===== config.mk =====
export PLATFORM = sky130hd
export DESIGN_NAME = div_unit_flat
export DESIGN_NICKNAME = d
export VERILOG_FILES = /design/src/rtl/div_pkg.sv /design/src/rtl/div_if.sv /design/src/rtl/div_step.sv /design/src/rtl/div_unit.sv /design/src/flat_wrapper.sv
export SDC_FILE = /design/constraint.sdc
export NUM_CORES = 1
export LEC_CHECK = 0
export ABC_AREA = 1
export BUFFER_PORTS_ARGS = -buffer_cell sky130_fd_sc_hd__buf_2
export CAP_MARGIN = 20
export CORE_UTILIZATION = 51
export CTS_CLUSTER_DIAMETER = 80
export DETAILED_ROUTE_END_ITERATION = 10
export PLACE_DENSITY = 0.71
export SYNTH_ARGS = -nofsm -noshare
export SYNTH_HDL_FRONTEND = slang
export SYNTH_SLANG_ARGS = --single-unit

===== constraint.sdc =====
create_clock -name clk -period 4.26 [get_ports clk]
set_input_delay 0.639 -clock clk [delete_from_list [all_inputs] [get_ports clk]]
set_output_delay 0.639 -clock clk [all_outputs]
set_load 0.1 [all_outputs]

===== src/rtl/div_pkg.sv =====
// Shared types and helpers for the iterative divide/remainder unit.
package div_pkg;

  typedef enum logic [1:0] {
    DIV  = 2'd0,
    DIVU = 2'd1,
    REM  = 2'd2,
    REMU = 2'd3
  } div_op_e;

  typedef enum logic [1:0] {
    IDLE = 2'd0,
    CALC = 2'd1,
    DONE = 2'd2
  } div_state_e;

  function automatic logic is_signed_op(div_op_e op);
    return (op == DIV) || (op == REM);
  endfunction

  function automatic logic is_rem_op(div_op_e op);
    return (op == REM) || (op == REMU);
  endfunction

endpackage


===== src/rtl/div_if.sv =====
// Request/response bus between the issue stage (master) and the divider (slave).
// Handshake: a transfer happens on a rising clk edge where valid && ready; the
// sender holds valid and payload stable until that edge, ready may change freely.
interface div_if
  import div_pkg::*;
#(
    parameter int XLEN  = 32,
    parameter int TAG_W = 5
);
    logic              req_valid;
    logic              req_ready;
    div_op_e           req_op;
    logic [XLEN-1:0]   req_dividend;
    logic [XLEN-1:0]   req_divisor;
    logic [TAG_W-1:0]  req_tag;
    logic              resp_valid;
    logic              resp_ready;
    logic [XLEN-1:0]   resp_result;
    logic              resp_divzero;
    logic [TAG_W-1:0]  resp_tag;

    modport master (
        output req_valid, req_op, req_dividend, req_divisor, req_tag, resp_ready,
        input  req_ready, resp_valid, resp_result, resp_divzero, resp_tag
    );

    modport slave (
        input  req_valid, req_op, req_dividend, req_divisor, req_tag, resp_ready,
        output req_ready, resp_valid, resp_result, resp_divzero, resp_tag
    );
endinterface


===== src/rtl/div_step.sv =====
// One restoring shift-subtract step: shift the dividend MSB into the partial
// remainder, subtract the divisor if it fits, and shift the new quotient bit in.
module div_step #(
    parameter int XLEN = 32
) (
    input  logic [XLEN-1:0] rem_in,
    input  logic [XLEN-1:0] quo_in,
    input  logic [XLEN-1:0] divisor,
    output logic [XLEN-1:0] rem_out,
    output logic [XLEN-1:0] quo_out
);
    // The shifted remainder needs one extra bit; the difference always fits XLEN.
    logic [XLEN:0]   shifted;
    logic [XLEN-1:0] diff;
    logic            fits;

    assign shifted = {rem_in, quo_in[XLEN-1]};
    assign fits    = shifted >= {1'b0, divisor};
    assign diff    = shifted[XLEN-1:0] - divisor;

    always_comb begin
        rem_out = fits ? diff : shifted[XLEN-1:0];
        quo_out = {quo_in[XLEN-2:0], fits};
    end
endmodule


===== src/rtl/div_unit.sv =====
// Iterative RISC-V DIV/DIVU/REM/REMU unit: magnitudes are divided with a chain of
// restoring steps, signs are fixed up as the result is registered into DONE.
module div_unit
  import div_pkg::*;
#(
    parameter int XLEN           = 32,
    parameter int BITS_PER_CYCLE = 1,
    parameter int TAG_W          = 5
) (
    input  logic       clk,
    input  logic       reset,
    input  logic       flush,
    div_if.slave       bus,
    output logic [1:0] dbg_state
);
    localparam int N     = XLEN / BITS_PER_CYCLE;
    localparam int CNT_W = (N > 1) ? $clog2(N) : 1;

    localparam logic [1:0] ST_IDLE = IDLE;
    localparam logic [1:0] ST_CALC = CALC;
    localparam logic [1:0] ST_DONE = DONE;

    localparam logic [XLEN-1:0] MIN_VAL = {1'b1, {(XLEN-1){1'b0}}};

    logic [1:0]       state;
    logic [CNT_W-1:0] count;
    logic [XLEN-1:0]  rem_q, quo_q, dsr_q;
    logic             neg_q, neg_r, rem_op_q;

    logic             accept, sgn, a_neg, b_neg, div_zero, ovf;
    logic [XLEN-1:0]  a_mag, b_mag, special_res;
    logic [XLEN-1:0]  q_fin, r_fin;

    assign bus.req_ready  = (state == ST_IDLE) && !flush;
    assign bus.resp_valid = (state == ST_DONE);
    assign dbg_state      = state;
    assign accept         = bus.req_valid && bus.req_ready;

    // Request decode, only meaningful in the accept cycle.
    always_comb begin
        sgn      = is_signed_op(bus.req_op);
        a_neg    = sgn && bus.req_dividend[XLEN-1];
        b_neg    = sgn && bus.req_divisor[XLEN-1];
        a_mag    = a_neg ? -bus.req_dividend : bus.req_dividend;
        b_mag    = b_neg ? -bus.req_divisor  : bus.req_divisor;
        div_zero = (bus.req_divisor == '0);
        ovf      = sgn && (bus.req_dividend == MIN_VAL) && (bus.req_divisor == '1);
        if (div_zero)
            special_res = is_rem_op(bus.req_op) ? bus.req_dividend : '1;
        else
            special_res = is_rem_op(bus.req_op) ? '0 : MIN_VAL;
    end

    logic [XLEN-1:0] rem_chain [BITS_PER_CYCLE+1];
    logic [XLEN-1:0] quo_chain [BITS_PER_CYCLE+1];

    assign rem_chain[0] = rem_q;
    assign quo_chain[0] = quo_q;

    for (genvar i = 0; i < BITS_PER_CYCLE; i++) begin : g_step
        div_step #(.XLEN(XLEN)) u_step (
            .rem_in  (rem_chain[i]),
            .quo_in  (quo_chain[i]),
            .divisor (dsr_q),
            .rem_out (rem_chain[i+1]),
            .quo_out (quo_chain[i+1])
        );
    end

    // Negating a zero remainder yields zero, so no separate zero guard is needed.
    assign q_fin = neg_q ? -quo_chain[BITS_PER_CYCLE] : quo_chain[BITS_PER_CYCLE];
    assign r_fin = neg_r ? -rem_chain[BITS_PER_CYCLE] : rem_chain[BITS_PER_CYCLE];

    always_ff @(posedge clk or posedge reset) begin
        if (reset) begin
            state            <= ST_IDLE;
            count            <= '0;
            rem_q            <= '0;
            quo_q            <= '0;
            dsr_q            <= '0;
            neg_q            <= 1'b0;
            neg_r            <= 1'b0;
            rem_op_q         <= 1'b0;
            bus.resp_result  <= '0;
            bus.resp_divzero <= 1'b0;
            bus.resp_tag     <= '0;
        end else if (flush) begin
            state <= ST_IDLE;
            count <= '0;
        end else begin
            case (state)
                ST_IDLE: if (accept) begin
                    rem_op_q     <= is_rem_op(bus.req_op);
                    bus.resp_tag <= bus.req_tag;
                    count        <= '0;
                    if (div_zero || ovf) begin
                        state            <= ST_DONE;
                        bus.resp_result  <= special_res;
                        bus.resp_divzero <= div_zero;
                    end else begin
                        state            <= ST_CALC;
                        rem_q            <= '0;
                        quo_q            <= a_mag;
                        dsr_q            <= b_mag;
                        neg_q            <= a_neg ^ b_neg;
                        neg_r            <= a_neg;
                        bus.resp_divzero <= 1'b0;
                    end
                end
                ST_CALC: begin
                    rem_q <= rem_chain[BITS_PER_CYCLE];
                    quo_q <= quo_chain[BITS_PER_CYCLE];
                    count <= count + 1'b1;
                    if (count == CNT_W'(N - 1)) begin
                        state           <= ST_DONE;
                        bus.resp_result <= rem_op_q ? r_fin : q_fin;
                    end
                end
                ST_DONE: if (bus.resp_ready) state <= ST_IDLE;
                default: state <= ST_IDLE;
            endcase
        end
    end
endmodule


===== src/flat_wrapper.sv =====
// flat-port wrapper written by rule: the top's interface ports become plain ports
module div_unit_flat import div_pkg::*;
#(
    parameter int XLEN           = 32,
    parameter int BITS_PER_CYCLE = 1,
    parameter int TAG_W          = 5
)
  (clk, reset, flush, dbg_state, bus_req_valid, bus_req_op, bus_req_dividend, bus_req_divisor, bus_req_tag, bus_resp_ready, bus_req_ready, bus_resp_valid, bus_resp_result, bus_resp_divzero, bus_resp_tag);
  div_if #(.XLEN(XLEN), .TAG_W(TAG_W)) bus_i ();
  input  logic clk;
  input  logic reset;
  input  logic flush;
  output logic [1:0] dbg_state;
  input wire logic [$bits(bus_i.req_valid)-1:0] bus_req_valid;
  input wire logic [$bits(bus_i.req_op)-1:0] bus_req_op;
  input wire logic [$bits(bus_i.req_dividend)-1:0] bus_req_dividend;
  input wire logic [$bits(bus_i.req_divisor)-1:0] bus_req_divisor;
  input wire logic [$bits(bus_i.req_tag)-1:0] bus_req_tag;
  input wire logic [$bits(bus_i.resp_ready)-1:0] bus_resp_ready;
  output wire logic [$bits(bus_i.req_ready)-1:0] bus_req_ready;
  output wire logic [$bits(bus_i.resp_valid)-1:0] bus_resp_valid;
  output wire logic [$bits(bus_i.resp_result)-1:0] bus_resp_result;
  output wire logic [$bits(bus_i.resp_divzero)-1:0] bus_resp_divzero;
  output wire logic [$bits(bus_i.resp_tag)-1:0] bus_resp_tag;
  assign bus_i.req_valid = bus_req_valid;
  assign bus_i.req_op = bus_req_op;
  assign bus_i.req_dividend = bus_req_dividend;
  assign bus_i.req_divisor = bus_req_divisor;
  assign bus_i.req_tag = bus_req_tag;
  assign bus_i.resp_ready = bus_resp_ready;
  assign bus_req_ready = bus_i.req_ready;
  assign bus_resp_valid = bus_i.resp_valid;
  assign bus_resp_result = bus_i.resp_result;
  assign bus_resp_divzero = bus_i.resp_divzero;
  assign bus_resp_tag = bus_i.resp_tag;
  div_unit #(.XLEN(XLEN), .BITS_PER_CYCLE(BITS_PER_CYCLE), .TAG_W(TAG_W)) u_core (.clk(clk), .reset(reset), .flush(flush), .bus(bus_i), .dbg_state(dbg_state));
endmodule

Word level (Yosys, flattened, before mapping)
Index checks and enable logic that the tools add are counted.

word-level totals
  register bits after elaboration = 144
  input bits = 76
  output and inout port bits = 42

operators by class
  add/subtract/negate cells = 6
  order comparisons = 1
  eq/ne operators = 14
  muxes and demuxes = 29
  bitwise gates (word level) = 3
  reductions and logical operators = 21

operators with widths
  cell                                                   number
  2-to-1 mux 32 bit                                      16
  case mux 32 bit (2 select lines)                       3
  negator 32 bit                                         4
  == test 32 bit, second input constant                  2
  greater-or-equal comparator 33 x 32 -> 1 bit           1
  logical NOT 32 bit                                     1
  subtractor 32 bit                                      1
  2-to-1 mux 2 bit                                       5
  2-to-1 mux 5 bit                                       2
  case mux 5 bit (2 select lines)                        1
  AND reduction 4 bit                                    2
  == test 2 bit, second input constant                   3
  logical AND 1 bit                                      6
  inequality test 3 x 2 -> 1 bit, second input constant  2
  case mux 2 bit (3 select lines)                        1
  AND reduction 3 bit                                    2
  adder 5 x 1 -> 5 bit, second input constant            1
  == test 5 bit, second input constant                   1
  AND reduction 5 bit                                    1
  logical NOT 2 bit                                      2
  inequality test 2 x 1 -> 1 bit, second input constant  2
  inequality test 2 bit, second input constant           2
  logical OR 1 bit                                       3
  inequality test 3 bit, second input constant           1
  8 further kinds                                        9

Logic depth before layout (Yosys ltp)
Gate-level depths: netlist of run 1.

  depth after elaboration = 9
  depth in mapped cells = 35
  gate-level depth less buffers = 34

Cells and area by module
Synthesis of run 1 repeated with hierarchy kept, for this count alone.

second synthesis, totals
  cells, all modules = 2467
  area, all modules = 14396.3 um^2

modules (own cells, without submodules)
  module    instances  cells an instance  area each (um^2)  seq. area each (um^2)
  div_unit  1          1783               10973.0           3603.5
  div_step  1          684                3423.3            0.0

Worst setup path before layout of run 1
Ideal clock, no wire load.

  kind = flip-flop to flip-flop
  from = register u_core.state[0], in the netlist u_core.dbg_state[0]
  to = register u_core.neg_r
  setup time = 0.135 ns
  data arrival time = 4.804 ns
  setup slack = -0.679 ns
  stages on the path, launching flop included = 7
  path buffers = 2
  period minus slack after synthesis = 4.939 ns
  cell sequence = dfrtp_1 > nor3_1 > nand2_1 > nor3_1 > clkbuf_1 > clkbuf_1 > o21ai_0

on the way
  longest elaborated chain between the ends = 4

ends and longest elaborated chain
  item                                  line                text
  start: declaration                    div_unit.sv:25      logic [1:0] state;
  start signal: assignment              div_unit.sv:76      state <= ST_IDLE;
  start signal: assignment              div_unit.sv:88      state <= ST_IDLE;
  start signal: assignment              div_unit.sv:97      state <= ST_DONE;
  logical NOT 2 bit                     div_unit.sv:34      assign bus.req_ready = (state == ST_IDLE) && !flush;
  logical AND 1 bit                     div_unit.sv:34
  net bus_req_ready                     flat_wrapper.sv:20  output wire logic [$bits(bus_i.req_ready)-1:0] bus_req_ready;
  logical AND 1 bit                     div_unit.sv:37      assign accept = bus.req_valid && bus.req_ready;
  AND reduction 4 bit (no source line)  n/a
  end signal: assignment                div_unit.sv:106     neg_r <= a_neg;
  end: declaration                      div_unit.sv:28      logic neg_q, neg_r, rem_op_q;

The timed path passes the listed nets, and every way through them passes these cells.
A chain may end at the register's enable or synchronous reset.

Worst setup path after layout of run 1
  from = register u_core.rem_q[9]
  to = register u_core.bus.resp_result[22]

on the way
  longest elaborated chain between the ends = 7
  elaborated cells between the ends (all ways) = 10
  those cells by class = add/sub: 3; order compare: 1; mux: 6

ends and longest elaborated chain
  item                                                                               line                            text
  start: declaration                                                                 div_unit.sv:27                  logic [XLEN-1:0] rem_q, quo_q, dsr_q;
  start signal: assignment                                                           div_unit.sv:111                 rem_q <= rem_chain[BITS_PER_CYCLE];
  subtractor 32 bit or greater-or-equal comparator 33 x 32 -> 1 bit (tied branches)  div_step.sv:19, div_step.sv:18
  2-to-1 mux 32 bit                                                                  div_step.sv:22                  rem_out = fits ? diff : shifted[XLEN-1:0];
  negator 32 bit                                                                     div_unit.sv:72                  assign r_fin = neg_r ? -rem_chain[BITS_PER_CYCLE] : rem_chain[BITS_PER_CYCLE];
  2-to-1 mux 32 bit                                                                  div_unit.sv:72
  2-to-1 mux 32 bit *                                                                div_unit.sv:116                 bus.resp_result <= rem_op_q ? r_fin : q_fin;
  2-to-1 mux 32 bit *                                                                div_unit.sv:114                 if (count == CNT_W'(N - 1)) begin
  case mux 32 bit (2 select lines) *                                                 div_unit.sv:91                  case (state)
  end signal: assignment                                                             div_unit.sv:98                  bus.resp_result <= special_res;
  end signal: assignment                                                             div_unit.sv:116
  end: declaration                                                                   div_if.sv:29                    output req_ready, resp_valid, resp_result, resp_divzero, resp_tag

Every way passes the cells marked *; elsewhere a longest branch is shown, timed or not. The select of a mux whose other input is x is not followed.

==> metrics, run 1 <==
mux contribution to synthesized area=0.4368%; flops & latches, synth=144; Net Count, Synth=2221; status=complete, no violations; # diodes=0; Worst path slowest cell=dfrtp_1; post-synthesis xor/xnor area fraction=~3.1%; top cells by area, synth=dfrtp_1 28%, nand2_1 18%, inv_1 8.9%; post-synthesis compound-gate area fraction=between 15 and 20%; vias in the first global route=roughly 13000; r2r endpoint=u_core.bus.resp_result[22]$_DFFE_PP0P_; row count=57; Leak=~7.6 nW; Post-Layout Cell Count=~2500; Arrival @ worst endpoint=approximately 4.4 ns; Routed Antenna Nets=0; CTS clk-pin slew, worst paths=roughly 0.070 ns; Hold Path Sink=u_core.dbg_state[1]$_DFFE_PP0P_; root buf cell=clkbuf_16; maximum VDD drop=around 0.00064 V; count of cell types in the netlist=between 50 and 60; Post-Syn Instances=between 2000 and 2500; final instance area=14930 um^2; clk_skew=approximately 0.015 ns; H-tree Lvls=4; CTS tree=built; crit-path max cell delay=between 0.4 and 0.5 ns; Die W=between 150 and 200 um; area delta synth->final=15.80%; most frequent CP cell=nand2_1; GRT Total Usage=~33%; worst min path class=input port to flop; Syn Area/Cell=between 6 and 7 um^2; hold_buf cts=0; Tmin final=4.028 ns; Pins Over Slew Limit=0; Setup crit start kind=flop; via density per instance=approximately 5.7; Adder-Cell Fraction of Synth Area=under 10%; Logic pwr share=between 70% and 80%; estimated wirelength of the detail-placed design=roughly 33000 um; period utilization=a little over nine tenths; layout cells sized above 1=between 10 and 15%; Worst Hold Depth=2; pre-CTS WS=0.09217 ns; Psw=~0.0084 W; R2R Path Start=u_core.rem_q[9]$_DFFE_PP0P_; Int Pwr=roughly 0.0058 W; Placed Cells=2499; FF-to-FF setup slack=between 0.2 and 0.25 ns; clock sinks=approximately 140; total wire length=~44000 um; TritonCTS buffer count=17; largest family of logic cells by synthesized area=simple AND/OR/NAND/NOR gates; post-synthesis cell area=12890 um^2; clock latency on the worst-skew pair=approximately 0.44 ns; routability cong.=0.9836; Vias=around 15000; Fin. Hold Viols=0; I/O Pins=roughly 120; final core utilization=60.84%; Nets=roughly 2300; largest net degree at the start of global routing=between 70 and 80; Yosys warning count=0; Hold Startpoint=bus_resp_ready; Post-DP Area=between 10000 and 15000 um^2; first-pass GRT wire length=roughly 68000 um; Rel. slew slack=37.36%; die area=~26000 um^2; crit path kind=flop to flop; Seq/Total Area, Yosys=about 28%; CORE AREA=~25000 um^2; Max Freq=248.3 MHz; R2R depth=29; max_cap viols=0; Worst setup EP type=flop; critical path fanouts, max=4; Post-Synth Simple-Gate Area=between 30% and 40%; Sw Ratio=59.07%; Crit path required time=4.59 ns; Detailed Routing Iterations Pass 1=7; Final setup viols=0; chip height=~160 um; pwr dens=around 960 nW/um^2; Remaining Overflow, GRT=0; CTS max path bufs=2; IO Port Bufs=117; Clk pwr share=11.4%; Synth top area share=27.96%; Setup WS post-layout=~0.23 ns; Initial Util=52.54%; initial antenna violation count=2; Yosys top cell by area=dfrtp_1; RSZ-0062 raised after global routing=true; WL/cell=between 15 and 20 um; 1st-iter DRT viols=~1600; worst slew pin tran=0.9376 ns; drt drc=0; Flop pwr share=about 15%
-- layer usage --
layer  global-route usage [%]  part of all wire, %  vias up
li1                         -                    -     7012
met1                    47.67                   44     6684
met2                    51.70                   44      768
met3                    4.700                  8.8       94
met4                    12.09                  3.4        0
met5                        0                    0        -
-- placed cells by master, fill, tap and decap left out, types with 4 or more instances in the layout --
master       n
dfrtp_1    144
nand2_1    614
ha_1        12
xnor2_1     14
ha_4        24
or2_2        4
o31ai_1      4
o22ai_1     25
nor4_1       8
o211ai_1    11
a22oi_1      7
inv_6        6
nand3_2      6
nand2_2     27
a21oi_1    108
xor2_1      32
mux2_2       5
nor2_4       6
nor3_2       7
nand3b_1     6
inv_2       21
nand3_1    183
buf_4       37
nand2_4      6
nor2_2      11
o221ai_1     4
buf_2      117
nor3_1      35
o21ai_0    184
clkbuf_16   17
nor2_1     158
nand4_1     23
inv_1      292
o21ai_1     11
-- cells in the mapped netlist (all sizes together) --
cell,n
a22o,3
o31ai,4
nor2,175
ha,39
a21oi,109
o211ai,11
buf,26
and2,3
a31oi,3
a221oi,1
nor4,8
fa,1
a211oi,3
o32ai,1
nor3,45
nand4,23
o221ai,4
o21bai,2
nand2,647
inv,315
xnor2,14
o41ai,2
a2bb2oi,1
o21ai,197
a21o,1
nand3b,6
mux2,5
a22oi,7
nand3,192
o22ai,25
xor2,32
or2,5
dfrtp,144
clkbuf,51
-- area by class of cell --
class	count	area, um^2
Sequential cell	144	3603
Clock buffer	17	425.4
Multi-Input combinational cell	1569	8198
Inverter	315	1189
Timing Repair Buffer	157	914.6
Tap cell	324	405.4
Clock inverter	14	191.4
Fill cell	2366	9607
-- cell families (layout without fill, tap and decap cells) --
logic type | Yosys count | in the layout
AO/OA/AOI/OAI | 374 | 374
XOR/XNOR | 46 | 46
adder cells (fa/ha/maj) | 40 | 40
buffers and inverters | 392 | 503
flip-flops | 144 | 144
multiplexers | 5 | 5
AND/OR/NAND/NOR | 1104 | 1104
-- worst max-delay path by stage --
stage	startpoint	endpoint	slack [ns]	cells past startpoint
after floorplan	u_core.dbg_state[0]$_DFFE_PP0P_	u_core.neg_r$_DFFE_PP0P_	0.45	6
after global placement	u_core.dsr_q[23]$_DFFE_PP0P_	u_core.bus.resp_result[30]$_DFFE_PP0P_	0.19	33
after detailed placement	u_core.dsr_q[23]$_DFFE_PP0P_	u_core.bus.resp_result[30]$_DFFE_PP0P_	0.09	33
after CTS	u_core.dsr_q[23]$_DFFE_PP0P_	u_core.bus.resp_result[30]$_DFFE_PP0P_	0.05	33
after global routing	u_core.rem_q[18]$_DFFE_PP0P_	u_core.bus.resp_result[30]$_DFFE_PP0P_	-0.1	32
final	u_core.rem_q[9]$_DFFE_PP0P_	u_core.bus.resp_result[22]$_DFFE_PP0P_	0.23	29
-- metrics by stage --
stage | TNS (ns) | total power (W) | hold WS, ns
after floorplan | 0 | 0.009501 | 0.4530
after global placement | 0 | 0.01175 | 0.4568
after detailed placement | 0 | 0.01187 | 0.4610
after CTS | 0 | 0.01357 | 0.3568
after global routing | -0.2204 | 0.01545 | 0.3728
final | 0 | 0.01426 | 0.3661
-- worst max-delay path, delay by kind of cell (launching register included) --
kind | cells | cell delay, ns
simple gates | 20 | 2.20
compound gates | 4 | 0.55
flops | 1 | 0.47
fa+ha+maj | 2 | 0.47
buf+inv | 3 | 0.21
-- sequential cells by signal, summed over array words and instances, names as in the netlist --
register and cells:
u_core.bus.resp_divzero 1, u_core.bus.resp_result 32, u_core.bus.resp_tag 5, u_core.count 5, u_core.dbg_state 2, u_core.dsr_q 32
u_core.neg_q 1, u_core.neg_r 1, u_core.quo_q 32, u_core.rem_op_q 1, u_core.rem_q 32
-- power by group through the flow --
| stage | combinational, W | sequential, W | clock, W |
|---|---|---|---|
| floorplan | 0.00673 | 0.00277 | 0 |
| global placement | 0.00967 | 0.00208 | 0 |
| detailed placement | 0.00979 | 0.00208 | 0 |
| CTS | 0.00985 | 0.00207 | 0.00165 |
| global route | 0.0116 | 0.00218 | 0.00169 |
| finish | 0.0105 | 0.00214 | 0.00163 |
-- repair_timing --
action	in CTS	in global routing
gates resized for setup	0	76
endpoints found under the setup margin	0	12
setup buffers	0	10
hold endpoints to repair	0	0
(Power assumes the default switching activity.)
==> run 2: changes to the inputs <==
- CORE_ASPECT_RATIO: default -> 2
==> run 2 against run 1 <==
Against the previous run:
- via count shrank 1.6%
- core utilization decreased by 1.8 points
- highest routed layer unchanged
- die area increased by 0.15%
- critical path depth unchanged
- count of clock-buffer cells in the layout unchanged
- wire length increased by 9.9%
- combinational power about the same
- worst setup slack improved by 0.10 ns
- global-route usage rose by 4.9 points
- non-clock buffer count rose by 7
==> metrics, run 2 (same netlist as run 1, synthesis figures left out) <==
die area=25950 um^2 (was 25910 um^2); chip height=226.8 um (was 161.0 um); crit path kind=flop to flop (unchanged); most common cell after layout, fill and taps aside=nand2_1 (unchanged); # diodes=0 (unchanged); final instance area=14710 um^2 (was 14930 um^2); area delta synth->final=14.13% (was 15.80%); clock sinks=144 (unchanged); WL/cell=18.74 um (was 17.19 um); H-tree Lvls=4 (unchanged); worst min path class=input port to flop (unchanged); Placed Cells=2524 (was 2499); vias in the first global route=13941 (was 12948); pwr dens=971.6 nW/um^2 (was 955.2 nW/um^2); Pins Over Slew Limit=0 (unchanged); Fin. Hold Viols=0 (unchanged); Initial Util=51.70% (was 52.54%); # fillers=2643 (was 2366); row count=82 (was 57); TritonCTS buffer count=17 (unchanged); pre-CTS WS=0.03279 ns (was 0.09217 ns); Post-Layout Cell Count=2560 (was 2540); Routed Antenna Nets=0 (unchanged); Psw=0.008604 W (was 0.008422 W); Final setup viols=0 (unchanged); Remaining Overflow, GRT=0 (unchanged); Leak=7.654 nW (was 7.643 nW); initial antenna violation count=0 (was 2); drt drc=0 (unchanged); setup TNS=0 ns (unchanged); Setup crit start kind=flop (unchanged); routability cong.=0.9817 (was 0.9836); via density per instance=5.594 (was 5.731); Post-DP Area=13930 um^2 (was 13820 um^2); Vias=14320 (was 14558); worst slew pin tran=0.9426 ns (was 0.9376 ns); Arrival @ worst endpoint=4.28 ns (was 4.35 ns); IO Port Bufs=117 (unchanged); Nets=2327 (was 2320); CTS max path bufs=2 (unchanged); status=complete, no violations (unchanged); crit-path max cell delay=0.43 ns (was 0.47 ns); period utilization=92.15% (was 94.55%); layout cells sized above 1=13.17% (was 14.44%); Worst path slowest cell=dfrtp_1 (unchanged); root buf cell=clkbuf_16 (unchanged); Int Pwr=0.005690 W (was 0.005836 W); max_cap viols=0 (unchanged); largest net degree at the start of global routing=145 (was 74); Die W=114.4 um (was 161.0 um); I/O Pins=118 (unchanged); GRT Total Usage=38.35% (was 33.48%); hold_buf cts=0 (unchanged); Clk pwr share=10.4% (was 11.4%); 1st-iter DRT viols=895 (was 1609); Rel. slew slack=37.09% (was 37.36%); total wire length=47990 um (was 43670 um); critical path fanouts, max=7 (was 4); first-pass GRT wire length=74430 um (was 68300 um); R2R depth=29 (unchanged); CORE AREA=24930 um^2 (was 24530 um^2); Crit path required time=4.61 ns (was 4.59 ns); Max Freq=254.7 MHz (was 248.3 MHz); clk_skew=0.009645 ns (was 0.01474 ns); Flop pwr share=14.8% (was 15.0%); Tmin final=3.925 ns (was 4.028 ns); most frequent CP cell=nand2_1 (unchanged); Worst setup EP type=flop (unchanged); Setup WS post-layout=0.3345 ns (was 0.2323 ns); CTS clk-pin slew, worst paths=0.07 ns (about the same); estimated wirelength of the detail-placed design=37570 um (was 32630 um); Sw Ratio=60.20% (was 59.07%); CTS tree=built (unchanged); Worst Hold Depth=2 (unchanged); maximum VDD drop=0.0006440 V (was 0.0006375 V); clock latency on the worst-skew pair=0.46 ns (was 0.44 ns); Logic pwr share=74.8% (was 73.6%); most frequent cells in the layout=623 x nand2_1, 305 x inv_1, 184 x o21ai_0 (was 614 x nand2_1, 292 x inv_1, 184 x o21ai_0); Detailed Routing Iterations Pass 1=6 (was 7)
run 2: repair_timing:
action,4_1_cts,5_1_grt
gates resized for setup,0,32
buffers inserted,0,4
endpoints found under the setup margin,0,8
run 2: path summary, 6_finish.rpt:
check	from	endpoint	slack [ns]
worst min-delay path	bus_resp_ready	u_core.dbg_state[1]$_DFFE_PP0P_	0.34
worst max-delay path	u_core.rem_q[25]$_DFFE_PP0P_	u_core.bus.resp_result[28]$_DFFE_PP0P_	0.33
worst max register to register	u_core.rem_q[25]$_DFFE_PP0P_	u_core.bus.resp_result[28]$_DFFE_PP0P_	0.33
min in group asynchronous	reset	u_core.dsr_q[6]$_DFFE_PP0P_	0.37
max in group asynchronous	reset	u_core.quo_q[21]$_DFFE_PP0P_	3.23
worst min register to register	u_core.bus.resp_result[21]$_DFFE_PP0P_	u_core.bus.resp_result[21]$_DFFE_PP0P_	0.48
run 2: layout make-up:
class                           count  area (um^2)  area share [%]
Clock inverter                     15        136.4          0.9270
Multi-Input combinational cell   1569         7970           54.18
Timing Repair Buffer              164        967.2           6.574
Tap cell                          336        420.4           2.858
Sequential cell                   144         3603           24.49
Clock buffer                       17        425.4           2.892
Inverter                          315         1189           8.080
run 2: power by group through the flow:
stage / Sequential [W] / Combinational (W) / Clock, W
CTS: 0.00208 / 0.0103 / 0.00150
detailed placement: 0.00210 / 0.0103 / 0
finish: 0.00211 / 0.0107 / 0.00149
global route: 0.00215 / 0.0116 / 0.00155
global placement: 0.00209 / 0.0102 / 0
floorplan: 0.00277 / 0.00673 / 0
run 2: critical path: cells and delay by family, from the launching register on:
kind,cells,cell delay (ns)
flops,1,0.43
buf+inv,4,0.33
simple gates,22,2.40
compound gates,1,0.08
fa+ha+maj,2,0.56
run 2: metal layers:
metal	routed length [um]	GRT usage, %
met2	24830	69.68
met3	1770	3.769
met1	16720	38.16
met4	4667	33.85
met5	0	0
run 2: through the flow:
step                power, W  utilization [%]  hold WS [ns]
floorplan           0.009501                -        0.4530
global placement     0.01234            55.87        0.4600
detailed placement   0.01239            55.87        0.4592
CTS                  0.01392            58.13        0.3333
global route         0.01535            59.01        0.3601
finish               0.01429            59.01        0.3411
